**config.mk**
```make
export PLATFORM = sky130hd
export DESIGN_NAME = div_issue_flat
export DESIGN_NICKNAME = d
export VERILOG_FILES = /design/src/rtl/div_issue_if.sv /design/src/rtl/div_issue.sv /design/src/flat_wrapper.sv
export SDC_FILE = /design/constraint.sdc
export NUM_CORES = 1
export LEC_CHECK = 0
export BUFFER_PORTS_ARGS = -buffer_cell sky130_fd_sc_hd__buf_2
export CELL_PAD_IN_SITES_DETAIL_PLACEMENT = 1
export CELL_PAD_IN_SITES_GLOBAL_PLACEMENT = 1
export CORE_UTILIZATION = 37
export CTS_BUF_LIST = sky130_fd_sc_hd__clkbuf_8
export DETAILED_ROUTE_END_ITERATION = 10
export MAX_ROUTING_LAYER = met4
export PLACE_DENSITY = 0.87
export REMOVE_ABC_BUFFERS = 1
export SETUP_SLACK_MARGIN = 0.4
export SLEW_MARGIN = 20
export SYNTH_ARGS = -nofsm -noshare
export SYNTH_HDL_FRONTEND = slang
export SYNTH_SLANG_ARGS = --single-unit
```
**constraint.sdc**
```tcl
create_clock -name div_clk -period 4.5 [get_ports div_clk]
set_clock_uncertainty 0.2 [all_clocks]
set_input_delay 0.675 -clock div_clk [delete_from_list [all_inputs] [get_ports div_clk]]
set_output_delay 0.675 -clock div_clk [all_outputs]
set_load 0.02 [all_outputs]
```
**src/rtl/div_issue_if.sv**
```systemverilog
// Pipeline-facing handshake bundle for div_issue.
//   in_*  : one divide/modulo micro-op offered by the pipeline (valid/ready).
//   out_* : registered result presented downstream (valid/ready).
// master : pipeline side (drives the op and out_ready).
// slave  : div_issue side (drives in_ready and the result).
interface div_issue_if;
  logic        in_valid;
  logic        in_ready;
  logic [1:0]  in_op;
  logic [31:0] in_src1;
  logic [31:0] in_src2;
  logic [4:0]  in_dest;
  logic [31:0] in_pc;

  logic        out_valid;
  logic        out_ready;
  logic [31:0] out_result;
  logic [4:0]  out_dest;
  logic [31:0] out_pc;

  modport master (
    output in_valid, in_op, in_src1, in_src2, in_dest, in_pc, out_ready,
    input  in_ready, out_valid, out_result, out_dest, out_pc
  );

  modport slave (
    input  in_valid, in_op, in_src1, in_src2, in_dest, in_pc, out_ready,
    output in_ready, out_valid, out_result, out_dest, out_pc
  );
endinterface

```
**src/rtl/div_issue.sv**
```systemverilog
// Issue/retire controller in front of the 32-bit radix-2 divider.
// Accepts one div.w/mod.w/div.wu/mod.wu op, holds its operands stable on div_x/div_y while
// div_en is high, captures quotient or remainder on completion and presents it downstream.
// A flush during the divide drains the divider to completion so its iteration counter is
// back at zero before the next op.
// Ports:
//   div_clk, resetn    : clock, asynchronous active-low reset (shared with the divider)
//   flush              : kills the in-flight op
//   pipe               : upstream op handshake and downstream result handshake
//   busy               : an op (or a drain) occupies the block
//   div_en, div_signed : divider start/hold and signedness
//   div_x, div_y       : dividend / divisor to the divider
//   div_s, div_r       : divider quotient / remainder
//   div_complete       : divider done (only meaningful while div_en=1)
module div_issue (
  input  logic        div_clk,
  input  logic        resetn,
  input  logic        flush,
  div_issue_if.slave  pipe,
  output logic        busy,
  output logic        div_en,
  output logic        div_signed,
  output logic [31:0] div_x,
  output logic [31:0] div_y,
  input  logic [31:0] div_s,
  input  logic [31:0] div_r,
  input  logic        div_complete
);

  typedef enum logic [1:0] {StIdle, StRun, StDrain, StDone} state_e;

  state_e      state_q, state_d;
  logic [1:0]  op_q;
  logic [31:0] src1_q;
  logic [31:0] src2_q;
  logic [4:0]  dest_q;
  logic [31:0] pc_q;
  logic [31:0] result_q;

  logic        accept;
  logic        hold_load;
  logic        result_load;

  // in_ready must stay a function of state, out_ready and flush only.
  assign pipe.in_ready = (state_q == StIdle) ||
                         ((state_q == StDone) && pipe.out_ready && !flush);
  assign accept        = pipe.in_valid && pipe.in_ready && !flush;

  always_comb begin
    state_d     = state_q;
    hold_load   = 1'b0;
    result_load = 1'b0;
    unique case (state_q)
      StIdle: begin
        if (accept) begin
          state_d   = StRun;
          hold_load = 1'b1;
        end
      end
      StRun: begin
        if (flush) begin
          // Completing this cycle means the divider counter is already back at zero.
          state_d = div_complete ? StIdle : StDrain;
        end else if (div_complete) begin
          state_d     = StDone;
          result_load = 1'b1;
        end
      end
      StDrain: begin
        if (div_complete) begin
          state_d = StIdle;
        end
      end
      StDone: begin
        if (flush) begin
          state_d = StIdle;
        end else if (pipe.out_ready) begin
          if (accept) begin
            state_d   = StRun;
            hold_load = 1'b1;
          end else begin
            state_d = StIdle;
          end
        end
      end
      default: state_d = StIdle;
    endcase
  end

  always_ff @(posedge div_clk or negedge resetn) begin
    if (!resetn) begin
      state_q <= StIdle;
    end else begin
      state_q <= state_d;
    end
  end

  always_ff @(posedge div_clk or negedge resetn) begin
    if (!resetn) begin
      op_q   <= 2'b00;
      src1_q <= '0;
      src2_q <= '0;
      dest_q <= '0;
      pc_q   <= '0;
    end else if (hold_load) begin
      op_q   <= pipe.in_op;
      src1_q <= pipe.in_src1;
      src2_q <= pipe.in_src2;
      dest_q <= pipe.in_dest;
      pc_q   <= pipe.in_pc;
    end
  end

  always_ff @(posedge div_clk or negedge resetn) begin
    if (!resetn) begin
      result_q <= '0;
    end else if (result_load) begin
      result_q <= op_q[0] ? div_r : div_s;
    end
  end

  assign div_en     = (state_q == StRun) || (state_q == StDrain);
  assign div_signed = ~op_q[1];
  assign div_x      = src1_q;
  assign div_y      = src2_q;
  assign busy       = (state_q != StIdle);

  // Holding registers only reload on the retire edge, so they still carry the tag in DONE.
  assign pipe.out_valid  = (state_q == StDone);
  assign pipe.out_result = result_q;
  assign pipe.out_dest   = dest_q;
  assign pipe.out_pc     = pc_q;

endmodule

```
**src/flat_wrapper.sv**
```systemverilog
// flat-port wrapper written by rule: the top's interface ports become plain ports
module div_issue_flat 
  (div_clk, resetn, flush, busy, div_en, div_signed, div_x, div_y, div_s, div_r, div_complete, pipe_in_valid, pipe_in_op, pipe_in_src1, pipe_in_src2, pipe_in_dest, pipe_in_pc, pipe_out_ready, pipe_in_ready, pipe_out_valid, pipe_out_result, pipe_out_dest, pipe_out_pc);
  div_issue_if pipe_i ();
  input  logic div_clk;
  input  logic resetn;
  input  logic flush;
  output logic busy;
  output logic div_en;
  output logic div_signed;
  output logic [31:0] div_x;
  output logic [31:0] div_y;
  input  logic [31:0] div_s;
  input  logic [31:0] div_r;
  input  logic div_complete;
  input wire logic [$bits(pipe_i.in_valid)-1:0] pipe_in_valid;
  input wire logic [$bits(pipe_i.in_op)-1:0] pipe_in_op;
  input wire logic [$bits(pipe_i.in_src1)-1:0] pipe_in_src1;
  input wire logic [$bits(pipe_i.in_src2)-1:0] pipe_in_src2;
  input wire logic [$bits(pipe_i.in_dest)-1:0] pipe_in_dest;
  input wire logic [$bits(pipe_i.in_pc)-1:0] pipe_in_pc;
  input wire logic [$bits(pipe_i.out_ready)-1:0] pipe_out_ready;
  output wire logic [$bits(pipe_i.in_ready)-1:0] pipe_in_ready;
  output wire logic [$bits(pipe_i.out_valid)-1:0] pipe_out_valid;
  output wire logic [$bits(pipe_i.out_result)-1:0] pipe_out_result;
  output wire logic [$bits(pipe_i.out_dest)-1:0] pipe_out_dest;
  output wire logic [$bits(pipe_i.out_pc)-1:0] pipe_out_pc;
  assign pipe_i.in_valid = pipe_in_valid;
  assign pipe_i.in_op = pipe_in_op;
  assign pipe_i.in_src1 = pipe_in_src1;
  assign pipe_i.in_src2 = pipe_in_src2;
  assign pipe_i.in_dest = pipe_in_dest;
  assign pipe_i.in_pc = pipe_in_pc;
  assign pipe_i.out_ready = pipe_out_ready;
  assign pipe_in_ready = pipe_i.in_ready;
  assign pipe_out_valid = pipe_i.out_valid;
  assign pipe_out_result = pipe_i.out_result;
  assign pipe_out_dest = pipe_i.out_dest;
  assign pipe_out_pc = pipe_i.out_pc;
  div_issue u_core (.div_clk(div_clk), .resetn(resetn), .flush(flush), .pipe(pipe_i), .busy(busy), .div_en(div_en), .div_signed(div_signed), .div_x(div_x), .div_y(div_y), .div_s(div_s), .div_r(div_r), .div_complete(div_complete));
endmodule
```
==> results.ini <==
[power]
ir_drop_v=0.000302
p_seq_share_pct=39.5
power.leakage_nw=3.98
internal_power_w=0.00330
comb_power_share_pct=44.2
p_sw_w=0.00232
switching_share_pct=41.3
p_per_area_nw_per_um2=744
p_clk_share_pct=16.3

[setup_path]
criticalPathCategory=reg2reg
cp.required_ns=4.62
r2r_cells=6
r2r_end=u_core.div_y[26]$_DFFE_PN0P_
startpoint=u_core.state_q[1]$_DFFE_PN0P_
reg2reg_setup_slack_ns=1.91
r2r-start=u_core.state_q[1]$_DFFE_PN0P_
cp-start-kind=register
endpoint=u_core.div_y[26]$_DFFE_PN0P_
worstPathMaxFanout=72
cp.arrival_ns=2.71
endpoint_kind=register

[timing]
holdWs_ns=0.143
setup_slack_ns=1.91
hold_viol=0
tightest_slew_ns=0.999
rsz0062_at_grt=no
fin_crit_ns=2.59
fmax_mhz=386
finalSetupViolations=0
fin_crit_sh_pct=57.5
relSlewSlack_pct=33.2
slew_viol_final=0

[routing]
vias=4253
viasPerCell=4.76
wl_per_cell_um=17.4
remaining_drc_errors=0
wl_um=15600
drtAntennaViolNets=0
drtIter0Drc=208
dr.pass1.iters=5

[synthesis]
post_synth_num_cell_types=20
synthFlopType=dfrtp_1
ys_warn_count=0
async_flop_share_pct=100
seq_area_frac_synth_pct=62.2
synthTopCellsByCount=dfrtp_1, mux2_1, mux2_2
synth_edf_count=0
synth_cells=385
synth.most_common_cell=dfrtp_1
synth_largest_area_cell=dfrtp_1
synth_top_area_share_pct=62.2
ys_seq_elements=137
synth_area_leaders=dfrtp_1, mux2_1, mux2_2
avgSynthCellArea_um2=14.3
synth_area_um2=5510

[floorplanning]
initial_utilization_pct=37.9
core_um2=14500
fp-row-count=44
fp.dieW_um=124
die_height_um=124
die_area_um2=15400
ios=311

[clock_network]
clock_sinks=137
cts_root_buf=clkbuf_8
cts_buffers=17
clkTransAtPathRegs_ns=0.07
htreeDepth=4
clk_path_buf_depth=2
postCtsSetupRepairBufs=0
cts_hold_buf=0
cts_resized=0
clk_latency_ns=0.44
cts_tree=done

[placement]
gp_congestion=0.798
numPortBuffers=310
hpwlAfterDp_um=12000
place_area_um2=7190
pre_cts_ws_ns=1.84

[finish]
fin_area_um2=7550
drive_gt1_share_pct=54.8
nFillCells=1618
multi_input_area_um2=1930
seq_area_um2=3430
area_delta_synth_final_pct=37.2
fin_nets=874
post-route-util_pct=52.0

[outcome]
status=finished, final reports clean

[global_routing]
overflow=0
grtUsageTotal_pct=20.8
grt_pass1_wl_um=23100
grt_max_degree=111
grt_pass1_vias=4566
antenna_found_initial=1

[hold_path]
hp-class=in2async

[run]
cap_violations=0

[registers in the layout, summed over array words and instances (netlist names)]
signal / cells
u_core.pipe.out_dest: 5
u_core.op_q: 2
u_core.state_q: 2
u_core.div_x: 32
u_core.div_y: 32
u_core.pipe.out_pc: 32
u_core.pipe.out_result: 32
[worst max-delay path, stage by stage (launching register included)]
cell     delay [ns]
dfrtp_1        0.40
inv_1          0.14
ha_1           0.24
a21oi_1        0.09
nor3_4         0.19
buf_4          0.72
mux2_2         0.43
[kinds of logic (layout without fill, tap and decap cells)]
family,after synthesis,in the layout,synth area share (%)
compound gates,37,37,3.50
simple gates,44,44,3.27
flops,137,137,62.2
fa+ha+maj,5,5,1.14
other cells,0,1,0
mux,136,136,27.0
buf+inv,26,349,2.82
[per-stage QoR]
step | total power [W] | TNS, ns | cells
floorplan | 0.00374 | -127.90 | 364
global placement | 0.00460 | 0 | 861
detailed placement | 0.00478 | 0 | 861
CTS | 0.00571 | 0 | 892
global route | 0.00599 | 0 | 893
finish | 0.00562 | 0 | 893
[cell type report]
cell class	instances	area share, %
flip-flops and latches	137	45.4
multi-input cells	222	25.6
diodes	1	0.0331
clock buffers	20	3.64
repair buffers	313	21.0
inverters	5	0.248
well taps	184	3.05
clock inverters	11	1.09
[routing by layer]
layer	track usage (%)	wire length, um
met5	-	0
met4	8.56	304
met2	37.1	8380
met3	6.04	1240
met1	21.4	5650
[worst min path at each step]
stage / from / endpoint
after floorplan: resetn / u_core.div_x[0]$_DFFE_PN0P_
after global placement: u_core.pipe.out_result[15]$_DFFE_PN0P_ / u_core.pipe.out_result[15]$_DFFE_PN0P_
after detailed placement: u_core.pipe.out_result[13]$_DFFE_PN0P_ / u_core.pipe.out_result[13]$_DFFE_PN0P_
after CTS: resetn / u_core.div_y[5]$_DFFE_PN0P_
after global routing: resetn / u_core.pipe.out_dest[0]$_DFFE_PN0P_
final: resetn / u_core.div_y[5]$_DFFE_PN0P_
[power by group through the flow]
stage | Clock (W) | Sequential (W) | Combinational, W
finish | 0.000914 | 0.00222 | 0.00249
CTS | 0.000951 | 0.00223 | 0.00253
detailed placement | 0 | 0.00225 | 0.00253
floorplan | 0 | 0.00292 | 0.000815
global placement | 0 | 0.00219 | 0.00241
global route | 0.000998 | 0.00231 | 0.00268
[cells in the final DEF, fill, tap and decap left out, types with 8 or more instances in the layout]
master | synthesis | final
clkbuf_8 | 0 | 21
mux2i_1 | 34 | 34
nand2_1 | 38 | 37
dfrtp_1 | 137 | 136
mux2_1 | 58 | 58
inv_1 | 5 | 8
buf_2 | 7 | 309
o21ai_0 | 34 | 34
mux2_2 | 44 | 44
Power figures use the tool's default switching activity.
